===== src/rtl/uart_rx_pkg.sv =====
`default_nettype none
// ============================================================================
//  Module   : uart_rx_pkg
//  Purpose  : Shared definitions for the UART receive path.
//             - FSM state encodings for uart_rx_ctrl.
//             - Parity-type encodings, common with the transmit side.
//             - 2-of-3 majority helper used by the oversampling sampler.
//  Revision : 1.0 - initial release
// ============================================================================
package uart_rx_pkg;

    // Receive FSM state encodings
    localparam int          c_STATE_W   = 3;
    localparam logic [2:0]  c_ST_IDLE   = 3'd0;
    localparam logic [2:0]  c_ST_START  = 3'd1;
    localparam logic [2:0]  c_ST_DATA   = 3'd2;
    localparam logic [2:0]  c_ST_PARITY = 3'd3;
    localparam logic [2:0]  c_ST_STOP   = 3'd4;

    // Parity_Type encodings
    localparam logic c_PARITY_EVEN = 1'b0;
    localparam logic c_PARITY_ODD  = 1'b1;

    // 2-of-3 majority vote
    function automatic logic majority3(input logic [2:0] v);
        return (v[0] & v[1]) | (v[0] & v[2]) | (v[1] & v[2]);
    endfunction

endpackage
`default_nettype wire


===== src/rtl/uart_rx_ctrl_sampler.sv =====
`default_nettype none
// ============================================================================
//  Module   : uart_rx_sampler
//  Purpose  : Three-tap oversampler. Captures the serial line at the
//             edge counts Prescale/2-1, Prescale/2 and Prescale/2+1 of the
//             current bit and presents the 2-of-3 majority. The output is
//             meaningful from edge Prescale/2+2 until the end of the bit.
//  Ports    : CLK          oversampling clock
//             Reset        asynchronous active-low reset
//             i_rx         serial line (already synchronized)
//             i_prescale   oversampling ratio latched for the current frame
//             i_edge_cnt   position inside the current bit (0..Prescale-1)
//             o_bit        majority-voted bit value
//  Revision : 1.0 - initial release
// ============================================================================
module uart_rx_sampler
    import uart_rx_pkg::*;
#(
    parameter int PRE_W = 6
) (
    input  logic             CLK,
    input  logic             Reset,
    input  logic             i_rx,
    input  logic [PRE_W-1:0] i_prescale,
    input  logic [PRE_W-1:0] i_edge_cnt,
    output logic             o_bit
);

    localparam logic [PRE_W-1:0] c_ONE = PRE_W'(1);

    logic [PRE_W-1:0] w_half;
    logic [PRE_W-1:0] w_tap_lo;
    logic [PRE_W-1:0] w_tap_hi;
    logic [2:0]       r_taps;

    assign w_half   = i_prescale >> 1;
    assign w_tap_lo = w_half - c_ONE;
    assign w_tap_hi = w_half + c_ONE;

    // Each bit period overwrites all three taps before the vote is used,
    // so no explicit clearing between bits is needed.
    always_ff @(posedge CLK or negedge Reset) begin
        if (!Reset) begin
            r_taps <= '0;
        end else begin
            if (i_edge_cnt == w_tap_lo) r_taps[0] <= i_rx;
            if (i_edge_cnt == w_half)   r_taps[1] <= i_rx;
            if (i_edge_cnt == w_tap_hi) r_taps[2] <= i_rx;
        end
    end

    assign o_bit = majority3(r_taps);

endmodule
`default_nettype wire


===== src/rtl/uart_rx_ctrl.sv =====
`default_nettype none
// ============================================================================
//  Module   : uart_rx_ctrl
//  Purpose  : UART receive controller. Detects the start bit, oversamples
//             RX_IN with a majority vote, deserializes DATA_W bits LSB
//             first, checks optional parity and the stop bit, and delivers
//             the byte with a one-cycle Data_valid pulse.
//  Ports    : CLK           oversampling clock (Prescale cycles per bit)
//             Reset         asynchronous active-low reset
//             RX_IN         serial line, idle high, externally synchronized
//             Prescale      oversampling ratio (8, 16 or 32)
//             Parity_EN     1 = frame carries a parity bit
//             Parity_Type   0 = even, 1 = odd
//             P_DATA        last good received byte
//             Data_valid    1-cycle pulse, P_DATA holds a good frame
//             Parity_error  1-cycle pulse at the end of a bad parity bit
//             Stop_error    1-cycle pulse at the end of a bad stop bit
//  Revision : 1.0 - initial release
// ============================================================================
module uart_rx_ctrl
    import uart_rx_pkg::*;
#(
    parameter int DATA_W = 8,
    parameter int PRE_W  = 6
) (
    input  logic              CLK,
    input  logic              Reset,
    input  logic              RX_IN,
    input  logic [PRE_W-1:0]  Prescale,
    input  logic              Parity_EN,
    input  logic              Parity_Type,
    output logic [DATA_W-1:0] P_DATA,
    output logic              Data_valid,
    output logic              Parity_error,
    output logic              Stop_error
);

    localparam int                 c_BIT_W    = $clog2(DATA_W);
    localparam logic [c_BIT_W-1:0] c_LAST_BIT = c_BIT_W'(DATA_W - 1);
    localparam logic [c_BIT_W-1:0] c_BIT_ONE  = c_BIT_W'(1);
    localparam logic [PRE_W-1:0]   c_EDGE_ONE = PRE_W'(1);
    localparam logic [PRE_W-1:0]   c_EDGE_TWO = PRE_W'(2);

    logic [c_STATE_W-1:0] r_state;
    logic [PRE_W-1:0]     r_edge_cnt;
    logic [c_BIT_W-1:0]   r_bit_cnt;
    logic [PRE_W-1:0]     r_prescale;
    logic                 r_par_en;
    logic                 r_par_type;
    logic [DATA_W-1:0]    r_shift;
    logic                 r_par_bad;
    logic [DATA_W-1:0]    r_p_data;
    logic                 r_data_valid;
    logic                 r_parity_error;
    logic                 r_stop_error;

    logic                 w_sample_bit;
    logic                 w_last_edge;
    logic                 w_pre_last;
    logic                 w_decide;
    logic                 w_par_mismatch;

    uart_rx_sampler #(
        .PRE_W (PRE_W)
    ) u_sampler (
        .CLK        (CLK),
        .Reset      (Reset),
        .i_rx       (RX_IN),
        .i_prescale (r_prescale),
        .i_edge_cnt (r_edge_cnt),
        .o_bit      (w_sample_bit)
    );

    assign w_last_edge    = (r_edge_cnt == r_prescale - c_EDGE_ONE);
    // Outputs are registered, so pulses meant to be visible during the
    // last oversample of a bit are decided one edge earlier. For every
    // legal Prescale, edge Prescale-2 is at or after the first edge where
    // the majority vote is valid (Prescale/2+2).
    assign w_pre_last     = (r_edge_cnt == r_prescale - c_EDGE_TWO);
    assign w_decide       = (r_edge_cnt == (r_prescale >> 1) + c_EDGE_TWO);
    assign w_par_mismatch = ((^r_shift) ^ r_par_type) != w_sample_bit;

    always_ff @(posedge CLK or negedge Reset) begin
        if (!Reset) begin
            r_state        <= c_ST_IDLE;
            r_edge_cnt     <= '0;
            r_bit_cnt      <= '0;
            r_prescale     <= '0;
            r_par_en       <= 1'b0;
            r_par_type     <= c_PARITY_EVEN;
            r_shift        <= '0;
            r_par_bad      <= 1'b0;
            r_p_data       <= '0;
            r_data_valid   <= 1'b0;
            r_parity_error <= 1'b0;
            r_stop_error   <= 1'b0;
        end else begin
            r_data_valid   <= 1'b0;
            r_parity_error <= 1'b0;
            r_stop_error   <= 1'b0;

            if (r_state != c_ST_IDLE) begin
                r_edge_cnt <= w_last_edge ? '0 : r_edge_cnt + c_EDGE_ONE;
            end

            case (r_state)
                c_ST_IDLE: begin
                    // Frame configuration is frozen from the detection cycle on.
                    r_edge_cnt <= '0;
                    r_bit_cnt  <= '0;
                    r_par_bad  <= 1'b0;
                    r_prescale <= Prescale;
                    r_par_en   <= Parity_EN;
                    r_par_type <= Parity_Type;
                    if (!RX_IN) begin
                        r_state <= c_ST_START;
                    end
                end

                c_ST_START: begin
                    if (w_decide && w_sample_bit) begin
                        r_state <= c_ST_IDLE;      // glitch, not a start bit
                    end else if (w_last_edge) begin
                        r_state <= c_ST_DATA;
                    end
                end

                c_ST_DATA: begin
                    if (w_last_edge) begin
                        r_shift   <= {w_sample_bit, r_shift[DATA_W-1:1]};
                        r_bit_cnt <= r_bit_cnt + c_BIT_ONE;
                        if (r_bit_cnt == c_LAST_BIT) begin
                            r_state <= r_par_en ? c_ST_PARITY : c_ST_STOP;
                        end
                    end
                end

                c_ST_PARITY: begin
                    if (w_pre_last) begin
                        r_par_bad      <= w_par_mismatch;
                        r_parity_error <= w_par_mismatch;
                    end
                    if (w_last_edge) begin
                        r_state <= c_ST_STOP;
                    end
                end

                c_ST_STOP: begin
                    if (w_pre_last) begin
                        if (!w_sample_bit) begin
                            r_stop_error <= 1'b1;
                        end else if (!r_par_bad) begin
                            r_p_data     <= r_shift;
                            r_data_valid <= 1'b1;
                        end
                    end
                    if (w_last_edge) begin
                        r_state <= c_ST_IDLE;
                    end
                end

                default: begin
                    r_state <= c_ST_IDLE;
                end
            endcase
        end
    end

    assign P_DATA       = r_p_data;
    assign Data_valid   = r_data_valid;
    assign Parity_error = r_parity_error;
    assign Stop_error   = r_stop_error;

endmodule
`default_nettype wire


===== config.mk =====
export PLATFORM = sky130hd
export DESIGN_NAME = uart_rx_ctrl
export DESIGN_NICKNAME = d
export VERILOG_FILES = /design/src/rtl/uart_rx_pkg.sv /design/src/rtl/uart_rx_ctrl_sampler.sv /design/src/rtl/uart_rx_ctrl.sv
export SDC_FILE = /design/constraint.sdc
export NUM_CORES = 1
export LEC_CHECK = 0
export BUFFER_PORTS_ARGS = -buffer_cell sky130_fd_sc_hd__buf_2
export CAP_MARGIN = 20
export CORE_ASPECT_RATIO = 1.4
export CORE_MARGIN = 2
export CORE_UTILIZATION = 30
export CTS_BUF_LIST = sky130_fd_sc_hd__clkbuf_8 sky130_fd_sc_hd__clkbuf_16
export DETAILED_ROUTE_END_ITERATION = 8
export HOLD_SLACK_MARGIN = 0.08
export MAX_ROUTING_LAYER = met4
export RECOVER_POWER = 100
export SLEW_MARGIN = 10
export SYNTH_ARGS = -nofsm -noshare
export SYNTH_HDL_FRONTEND = slang
export SYNTH_SLANG_ARGS = --single-unit

===== constraint.sdc =====
create_clock -name CLK -period 2.6 [get_ports CLK]
set_input_delay 0.52 -clock CLK [delete_from_list [all_inputs] [get_ports CLK]]
set_output_delay 0.52 -clock CLK [all_outputs]
set_load 0.005 [all_outputs]

==> results of run 1 <==
## power groups by stage
stage	logic [mW]	clock network [mW]	registers [mW]
floorplan	0.00660	0	0.685
global placement	0.0313	0	0.685
detailed placement	0.0317	0	0.685
CTS	0.0320	0.749	0.672
global route	0.0346	0.772	0.672
finish	0.0297	0.724	0.673
## worst max-delay path by stage
| stage | from | depth (start not counted) | end |
|---|---|---|---|
| after floorplan | r_prescale[1]$_DFFE_PN0P_ | 9 | r_shift[0]$_DFFE_PN0P_ |
| after CTS | r_prescale[3]$_DFFE_PN0P_ | 7 | P_DATA[7]$_DFFE_PN0P_ |
| after global routing | r_prescale[1]$_DFFE_PN0P_ | 7 | r_shift[1]$_DFFE_PN0P_ |
| after detailed placement | r_prescale[3]$_DFFE_PN0P_ | 7 | P_DATA[0]$_DFFE_PN0P_ |
| after global placement | r_prescale[3]$_DFFE_PN0P_ | 7 | P_DATA[1]$_DFFE_PN0P_ |
| final | r_prescale[3]$_DFFE_PN0P_ | 7 | r_shift[1]$_DFFE_PN0P_ |
## per-layer routing
layer  wire [µm]  global-route usage [%]
met3         241                   2.686
met2        3082                   23.49
met1        2454                   14.66
met5           0                       -
met4          97                   4.339
## flip-flops by register name (all words and copies together) (netlist names), 3 cells and up
register and count:
r_shift 8, P_DATA 8, r_prescale 6, r_edge_cnt 6
r_state 3, u_sampler.r_taps 3, r_bit_cnt 3
## area by class of cell
class / count / area share, %
clock buffers: 5 / 3.959
clock inverters: 3 / 1.465
inverters: 11 / 1.306
multi-input cells: 201 / 48.18
flip-flops and latches: 43 / 34.09
well taps: 107 / 4.236
repair buffers: 38 / 6.770
## logic make-up after synthesis
| group | count (synthesis) | share of synthesized area, % |
|---|---|---|
| buffers and inverters | 27 | 4.144 |
| muxes | 21 | 9.761 |
| adders and majority gates | 11 | 4.972 |
| AOI/OAI and AO/OA | 48 | 13.03 |
| DFF | 43 | 39.59 |
| xor gates and xnor gates | 32 | 11.10 |
| and+or+nand+nor | 89 | 17.40 |
## metrics by stage
| step | hold WS [ns] | util (%) | cells | total power [mW] | setup slack (ns) |
|---|---|---|---|---|---|
| after floorplan | 0.2244 | - | 271 | 0.6915 | 0.1274 |
| after global placement | 0.4840 | 33.81 | 400 | 0.7163 | 0.03874 |
| after detailed placement | 0.4798 | 33.81 | 400 | 0.7168 | 0.0002753 |
| after CTS | 0.3272 | 35.74 | 408 | 1.454 | 0.08500 |
| after global routing | 0.4461 | 35.41 | 408 | 1.479 | 0.01396 |
| final | 0.4220 | 35.41 | 408 | 1.427 | 0.1896 |
## critical path, cell delays in order, from the launching register on
cell and delay (ns):
dfrtp_2 0.47, inv_1 0.15, ha_1 0.22, nand2b_1 0.09, a21oi_1 0.19, o221ai_1 0.17
or3_1 0.62, mux2_1 0.39
## synthesized netlist by cell type (2+ instances only)
library cell  count  share of area (%)
o21ai_0          11                2.0
a21oi_1           3               0.55
and3_1            2               0.46
ha_1             10                4.6
clkbuf_1          8                1.1
o31ai_1           4                1.1
a221oi_1          2               0.64
nor3_1           12                2.2
o21a_1            2               0.55
nor3b_1           3               0.83
nor2_1            9                1.2
nand2_1          24                3.3
dfrtp_1          43                 40
nand4_1           2               0.46
a211o_1           3               0.97
inv_1            11                1.5
and2_1            5                1.2
mux2_2           12                5.0
xor2_1           11                3.5
nor2b_1           8                1.8
xnor2_1          19                6.1
and4b_1           2               0.74
a211oi_1          4                1.1
or3_1             4               0.92
nand2b_1          6                1.4
o32ai_1           2               0.64
nand3_1           7                1.3
a21o_1            3               0.83
a21boi_0          2               0.55
buf_2             6                1.1
a31oi_1           2               0.46
mux2_4            8                4.4
## what timing repair did
action	CTS	global route
gates cloned	0	0
endpoints found under the hold margin	0	0
buffers inserted	0	0
endpoints found under the setup margin	8	10
gates resized for setup	1	5
==> impl_metrics.yaml, run 1 <==
global_route:
  grt_max_degree: 44
  grt_pass1_wl_um: 9970
  grt_usage_pct: 13.13
  grt_pass1_vias: 2047
  grt_remaining_overflow: 0
  antenna_found_initial: 0
floorplanning:
  die_area_um2: 9847
  die_x_um: 84.44
  num_io_pins: 22
  start_util_pct: 30.45
  core_area_um2: 8926
  std_cell_rows: 41
  die_h_um: 116.6
pwr:
  combPwrFrac_pct: 2.1
  seqPwrFrac_pct: 47.1
  p_sw_uw: 288.9
  cellLeakagePower_nw: 1.430
  powerDensity_nw_per_um2: 451.4
  worst_ir_drop_vdd_v: 0.0003533
  clkPwrFrac_pct: 50.8
  netSwitchingFraction_pct: 20.25
  internal_power_mw: 1.138
layout:
  nNetsFinal: 321
  syn_to_final_growth_pct: 16.30
  regArea_um2: 1077
  multiInputGateArea_um2: 1523
  final_cell_mix: "dfrtp_1 (42), nand2_1 (24), xnor2_1 (19), buf_2 (17)"
  final_common_cell: "dfrtp_1"
  final_design_area_no_fill_um2: 3161
  drive_above_1_share_pct: 20.93
  fillerInstances: 917
  n_antenna_cell: 0
worst_hold_path:
  whs_path_depth: 3
  min_from: "Parity_Type"
  holdCritPathClass: "input pin to flip-flop"
  hold_end: "r_par_type$_DFFE_PN0P_"
yosys:
  synth_cells: 271
  synth_area_um2: 2718
  syn_nets: 292
  ys.flop_type: "dfrtp_1"
  ys_types: 53
  synth_edf_count: 0
  yosys_warnings: 0
  yosysSeqAreaShare_pct: 39.59
  avgSynthCellArea_um2: 10.03
  synthArstFlopShare_pct: 100.0
  ys_ff_latch: 43
setup_path:
  required_ns: 2.77
  worstPathMaxFanout: 8
  crit_arrival_ns: 2.58
  cp-start-kind: "flip-flop"
  end_kind: "flip-flop"
  r2r_cells: 7
  r2r_slack_ns: 0.19
  crit_type: "flip-flop to flip-flop"
  r2r-end: "r_shift[1]$_DFFE_PN0P_"
  r2r-start: "r_prescale[3]$_DFFE_PN0P_"
clock_tree:
  clk_path_buf_depth: 2
  clk_latency_ns: 0.29
  cts-root-buf: "clkbuf_16"
  clock_sinks: 43
  cts.hold.buffers_added: 0
  cts_htree_levels: 2
  cts_tree: "done"
  cts_inserted_buffers: 5
  path_clk_slew_ns: 0.06
drt:
  vias: 2093
  avgRoutedWirePerCell_um: 14.40
  drcViolationCount: 0
  drt_iter0_markers: 94
  dr.pass1.iters: 4
  drtAntennaViolNets: 0
  finalWirelength_um: 5875
  routed_via_density: 5.130
timing:
  slew_viol_final: 0
  finClkSkew_ns: 0.005274
  timing.setup.tns_ns: 0
  hold_viol: 0
  relSlewSlack_pct: 29.22
  finalSetupViolations: 0
  finalCritPeriodShare_pct: 92.71
  fin_crit_ns: 2.410
  max_freq_ghz: 0.4149
  rsz0062_at_grt: "false"
  worst_pin_slew_ns: 1.062
outcome:
  status: "completed"
place:
  placed_area_um2: 3018
  hpwl_um: 4397
  place.gp.congestion: 0.8290
  io_buffers: 21
run:
  cap_violations: 0
Power figures use the tool's default switching activity.
==> inputs of run 2 (changes only) <==
PLACE_DENSITY = 0.59   (was not set)
==> run 2 against run 1 <==
  * Via count fell by 1.0%
  * Fmax barely moved
  * Sequential share of layout area stayed put
  * Critical path depth up 1
  * Worst setup slack better by 0.0017 ns
  * Core utilization did not move
  * Die area did not move
  * Register-to-register slack barely moved
  * Sequential cell count unchanged
  * Worst hold slack improved by 0.012 ns
  * Clock skew shrank 0.00078 ns
  * Clock power down 2%
  * Largest power group unchanged
  * Highest routed layer unchanged
==> impl_metrics.yaml, run 2 (synthesis results as in run 1) <==
timing:
  rsz0062_at_grt: "false"
  finalSetupViolations: 0
  relSlewSlack_pct: 30.93
  worst_slack_ns: 0.1913
  slew_viol_final: 0
  max_freq_ghz: 0.4152
  timing.setup.tns_ns: 0
  fin_hold_ws_ns: 0.4342
  hold_viol: 0
  finClkSkew_ns: 0.004498
  finalCritPeriodShare_pct: 92.64
  fin_crit_ns: 2.409
  worst_pin_slew_ns: 1.036
layout:
  syn_to_final_growth_pct: 16.30
  multiInputGateArea_um2: 1543
  fillerInstances: 939
  n_antenna_cell: 0
  final_common_cell: "dfrtp_1"
  layoutNonFillerInstCount: 406
  drive_above_1_share_pct: 20.74
  regArea_um2: 1077
  final_design_area_no_fill_um2: 3161
  final_core_util_pct: 35.41
  final_cell_mix: "dfrtp_1 (42), nand2_1 (24), xnor2_1 (19), buf_2 (17)"
  nNetsFinal: 319
global_route:
  grt_remaining_overflow: 0
  antenna_found_initial: 0
  grt_max_degree: 20
  grt_pass1_vias: 2133
  grt_pass1_wl_um: 10360
  grt_usage_pct: 13.56
place:
  place_inst: 397
  place.gp.congestion: 0.8496
  hpwl_um: 4637
  placed_area_um2: 2995
  dp_worst_setup_slack_ns: 0.01287
  io_buffers: 21
floorplanning:
  core_area_um2: 8926
  start_util_pct: 30.45
  die_area_um2: 9847
  num_io_pins: 22
  std_cell_rows: 41
  die_x_um: 84.44
  die_h_um: 116.6
setup_path:
  cp_cell_sequence: "inv_1 -> ha_1 -> clkbuf_1 -> a21boi_0 -> xnor2_1 -> nand2_1 -> or3_4 -> mux2_4"
  critPathMaxStageDelay_ns: 0.49
  r2r-start: "r_prescale[2]$_DFFE_PN0P_"
  crit_type: "flip-flop to flip-flop"
  r2r-end: "r_shift[4]$_DFFE_PN0P_"
  worst-path-buf-inv: 2
  cp-start-kind: "flip-flop"
  slowest_stage: "or3_4"
  worstPathMaxFanout: 8
  required_ns: 2.77
  r2r_cells: 8
  cp_top_family: "simple AND/OR/NAND/NOR gates"
  end_kind: "flip-flop"
  r2r_slack_ns: 0.19
  crit_arrival_ns: 2.58
drt:
  finalWirelength_um: 6084
  avgRoutedWirePerCell_um: 14.99
  dr.pass1.iters: 6
  drtAntennaViolNets: 0
  drcViolationCount: 0
  drt_iter0_markers: 58
  vias: 2072
  routed_via_density: 5.103
clock_tree:
  clk_path_buf_depth: 2
  cts_htree_levels: 2
  clock_sinks: 43
  path_clk_slew_ns: 0.06
  cts_inserted_buffers: 5
  cts_tree: "done"
  clk_latency_ns: 0.28
  cts-root-buf: "clkbuf_16"
  post_cts_buffers: 0
pwr:
  combPwrFrac_pct: 2.2
  p_sw_uw: 280.5
  clkPwrFrac_pct: 50.3
  worst_ir_drop_vdd_v: 0.0003611
  p_total_mw: 1.416
  seqPwrFrac_pct: 47.5
  cellLeakagePower_nw: 1.419
  internal_power_mw: 1.135
  netSwitchingFraction_pct: 19.82
  powerDensity_nw_per_um2: 447.9
outcome:
  status: "completed"
worst_hold_path:
  hold_end: "r_par_en$_DFFE_PN0P_"
  min_from: "Parity_EN"
  whs_path_depth: 3
  holdCritPathClass: "input pin to flip-flop"
run:
  cap_violations: 0
## run 2: cell count changes in the layout (fill, tap and decap cells not counted), sizes merged
cell         previous run  this run
clkbuf                 14        15
dlygate4sd3             0         1
clkinvlp                1         0
inv                    12        11
buf                    29        25
clkinv                  0         2
## run 2: routing by layer
layer	wire length (µm)	track usage [%]	vias to the layer above
met4	229	6.667	0
met3	217	2.332	21
met5	0	-	-
met2	3090	23.49	50
li1	-	-	1005
met1	2546	15.14	996
## run 2: worst max-delay path by stage
stage / startpoint / to / slack [ns] / cells after the start
2_1_floorplan: r_prescale[1]$_DFFE_PN0P_ / r_shift[0]$_DFFE_PN0P_ / 0.13 / 9
3_3_place_gp: r_prescale[2]$_DFFE_PN0P_ / r_shift[0]$_DFFE_PN0P_ / 0.11 / 7
3_5_place_dp: r_prescale[2]$_DFFE_PN0P_ / r_shift[4]$_DFFE_PN0P_ / 0.01 / 7
4_1_cts: r_prescale[3]$_DFFE_PN0P_ / u_sampler.r_taps[2]$_DFFE_PN0N_ / 0.11 / 6
5_1_grt: r_prescale[2]$_DFFE_PN0P_ / r_shift[4]$_DFFE_PN0P_ / 0.04 / 8
6_report: r_prescale[2]$_DFFE_PN0P_ / r_shift[4]$_DFFE_PN0P_ / 0.19 / 8
## run 2: power groups by stage
stage / clock (mW) / combinational, mW / sequential (mW)
global route: 0.757 / 0.0362 / 0.672
finish: 0.712 / 0.0311 / 0.673
detailed placement: 0 / 0.0331 / 0.685
CTS: 0.735 / 0.0345 / 0.672
floorplan: 0 / 0.00660 / 0.685
global placement: 0 / 0.0323 / 0.685
## run 2: layout make-up
cell class	count	area share, %
multi-input combinational	201	48.81
sequential	43	34.09
clock buffer	5	3.959
tap	107	4.236
inverter	11	1.306
clock inverter	3	1.386
timing repair buffer	36	6.215
## run 2: what timing repair did
item                       4_1_cts  5_1_grt
hold buffers                     1        0
hold endpoints to repair         6        0
setup endpoints to repair        1       14
resized for setup                1        5
## run 2: tightest hold or removal path, delay by kind of cell
family,cells,cell delay [ns]
AND/OR/NAND/NOR,2,0.08
buffers and inverters,1,0.08
==> inputs of run 3 (changes only) <==
RECOVER_POWER = 50   (was 100)
==> run 3 against run 2 <==
  * Register-to-register slack better by 0.06 ns
  * Critical path type unchanged
  * Largest cell class unchanged
  * Sequential cell count unchanged
  * Non-clock buffer count unchanged
  * Combinational power about the same
  * Worst setup slack better by 0.056 ns
  * Clock skew up 0.0010 ns
  * Critical path depth down 1
==> impl_metrics.yaml, run 3 (synthesis results as in run 1) <==
layout:
  final_common_cell: "dfrtp_1"
  nNetsFinal: 319
  final_core_util_pct: 35.52
  syn_to_final_growth_pct: 16.67
  drive_above_1_share_pct: 22.07
  final_design_area_no_fill_um2: 3171
  n_antenna_cell: 0
  final_cell_mix: "dfrtp_1 (42), nand2_1 (24), xnor2_1 (19), buf_2 (19)"
  layoutNonFillerInstCount: 406
setup_path:
  slowest_stage: "dfrtp_2"
  end_kind: "flip-flop"
  cp_cell_sequence: "inv_1 -> ha_1 -> a21boi_0 -> o211a_1 -> o21ai_0 -> a211oi_1 -> mux2_2"
  r2r-start: "r_prescale[3]$_DFFE_PN0P_"
  cp_top_family: "compound AO/OA/AOI/OAI gates"
  endpoint: "u_sampler.r_taps[0]$_DFFE_PN0N_"
  worstPathMaxFanout: 7
  r2r_slack_ns: 0.25
  cp.depth: 7
  startpoint: "r_prescale[3]$_DFFE_PN0P_"
  worst-path-buf-inv: 1
  r2r-end: "u_sampler.r_taps[0]$_DFFE_PN0N_"
  cp-start-kind: "flip-flop"
  crit_arrival_ns: 2.52
  critPathMaxStageDelay_ns: 0.47
  required_ns: 2.77
  crit_type: "flip-flop to flip-flop"
  r2r_cells: 7
timing:
  worst_pin_slew_ns: 1.051
  slew_viol_final: 0
  finClkSkew_ns: 0.005517
  relSlewSlack_pct: 29.94
  hold_viol: 0
  finalSetupViolations: 0
  finalCritPeriodShare_pct: 90.51
  max_freq_ghz: 0.4250
  rsz0062_at_grt: "false"
  timing.setup.tns_ns: 0
  fin_crit_ns: 2.353
floorplanning:
  core_area_um2: 8926
  num_io_pins: 22
  die_area_um2: 9847
  start_util_pct: 30.45
  std_cell_rows: 41
  die_h_um: 116.6
  die_x_um: 84.44
global_route:
  use_met3_pct: 2.332
  met2_usage_pct: 23.49
  grt_pass1_vias: 2133
  grt_usage_pct: 13.56
  top_usage_layer: "met2"
  grt_pass1_wl_um: 10360
  use_met1_pct: 15.14
  grt_remaining_overflow: 0
  grt_max_degree: 20
  antenna_found_initial: 0
clock_tree:
  clk_path_buf_depth: 2
  cts_tree: "done"
  clock_sinks: 43
  path_clk_slew_ns: 0.06
  cts_htree_levels: 2
  cts_inserted_buffers: 5
  clk_latency_ns: 0.28
  cts-root-buf: "clkbuf_16"
drt:
  vias: 2087
  finalWirelength_um: 6097
  avgRoutedWirePerCell_um: 15.02
  drt_iter0_markers: 62
  dr.pass1.iters: 4
  drcViolationCount: 0
  drtAntennaViolNets: 0
  routed_via_density: 5.140
pwr:
  powerDensity_nw_per_um2: 446.8
  worst_ir_drop_vdd_v: 0.0003611
  p_total_mw: 1.417
  cellLeakagePower_nw: 1.437
run:
  cap_violations: 0
place:
  place_inst: 397
  placed_area_um2: 2995
  io_buffers: 21
  place.gp.congestion: 0.8496
  hpwl_um: 4637
worst_hold_path:
  holdCritPathClass: "input pin to flip-flop"
outcome:
  status: "completed"
-- run 3: cell types whose count changed in the layout (fill, tap and decap cells not counted), sizes merged --
cell,previous run,this run
clkbuf,15,10
buf,25,30
-- run 3: power breakdown --
group          internal [mW]  total (mW)  switching, mW
clock                  0.453       0.713          0.260
combinational         0.0110      0.0311         0.0201
sequential             0.671       0.673        0.00119
-- run 3: worst min-delay path by stage --
stage | from | endpoint | slack, ns | cells past startpoint
floorplan | Reset | Data_valid$_DFF_PN0_ | 0.22 | 0
global placement | Reset | P_DATA[0]$_DFFE_PN0P_ | 0.36 | 1
detailed placement | Reset | P_DATA[0]$_DFFE_PN0P_ | 0.36 | 1
CTS | Parity_EN | r_par_en$_DFFE_PN0P_ | 0.43 | 3
global route | Parity_EN | r_par_en$_DFFE_PN0P_ | 0.43 | 3
finish | Parity_EN | r_par_en$_DFFE_PN0P_ | 0.43 | 3
-- run 3: final cells by class --
| cell class | instances | area [µm²] |
|---|---|---|
| Tap cell | 107 | 133.9 |
| Timing Repair Buffer | 36 | 206.4 |
| Clock inverter | 3 | 43.79 |
| Multi-Input combinational cell | 201 | 1543 |
| Sequential cell | 43 | 1077 |
| Inverter | 11 | 41.29 |
| Fill cell | 933 | 5756 |
| Clock buffer | 5 | 125.1 |
-- run 3: metal layers --
layer	routed length [µm]	up-vias
li1	-	1005
met4	216	0
met3	195	19
met5	0	-
met1	2578	1014
met2	3106	49
-- run 3: through the flow --
step | worst slack, ns | hold WS [ns]
6_report | 0.2468 | 0.4336
3_5_place_dp | 0.01287 | 0.3628
2_1_floorplan | 0.1274 | 0.2244
3_3_place_gp | 0.1124 | 0.3616
5_1_grt | 0.06850 | 0.4338
4_1_cts | 0.1057 | 0.4342
-- run 3: timing repair --
| item | in CTS | in global routing |
|---|---|---|
| resized for setup | 1 | 5 |
| setup buffers | 0 | 0 |
| hold buffers | 1 | 0 |
| endpoints found under the setup margin | 1 | 14 |
| endpoints found under the hold margin | 6 | 0 |
-- run 3: worst register-to-register path: cells and delay by family (launching register included) --
kind,cells,cell delay [ns]
mux,1,0.37
fa+ha+maj,1,0.28
flops,1,0.47
buf+inv,1,0.12
compound gates,4,1.01
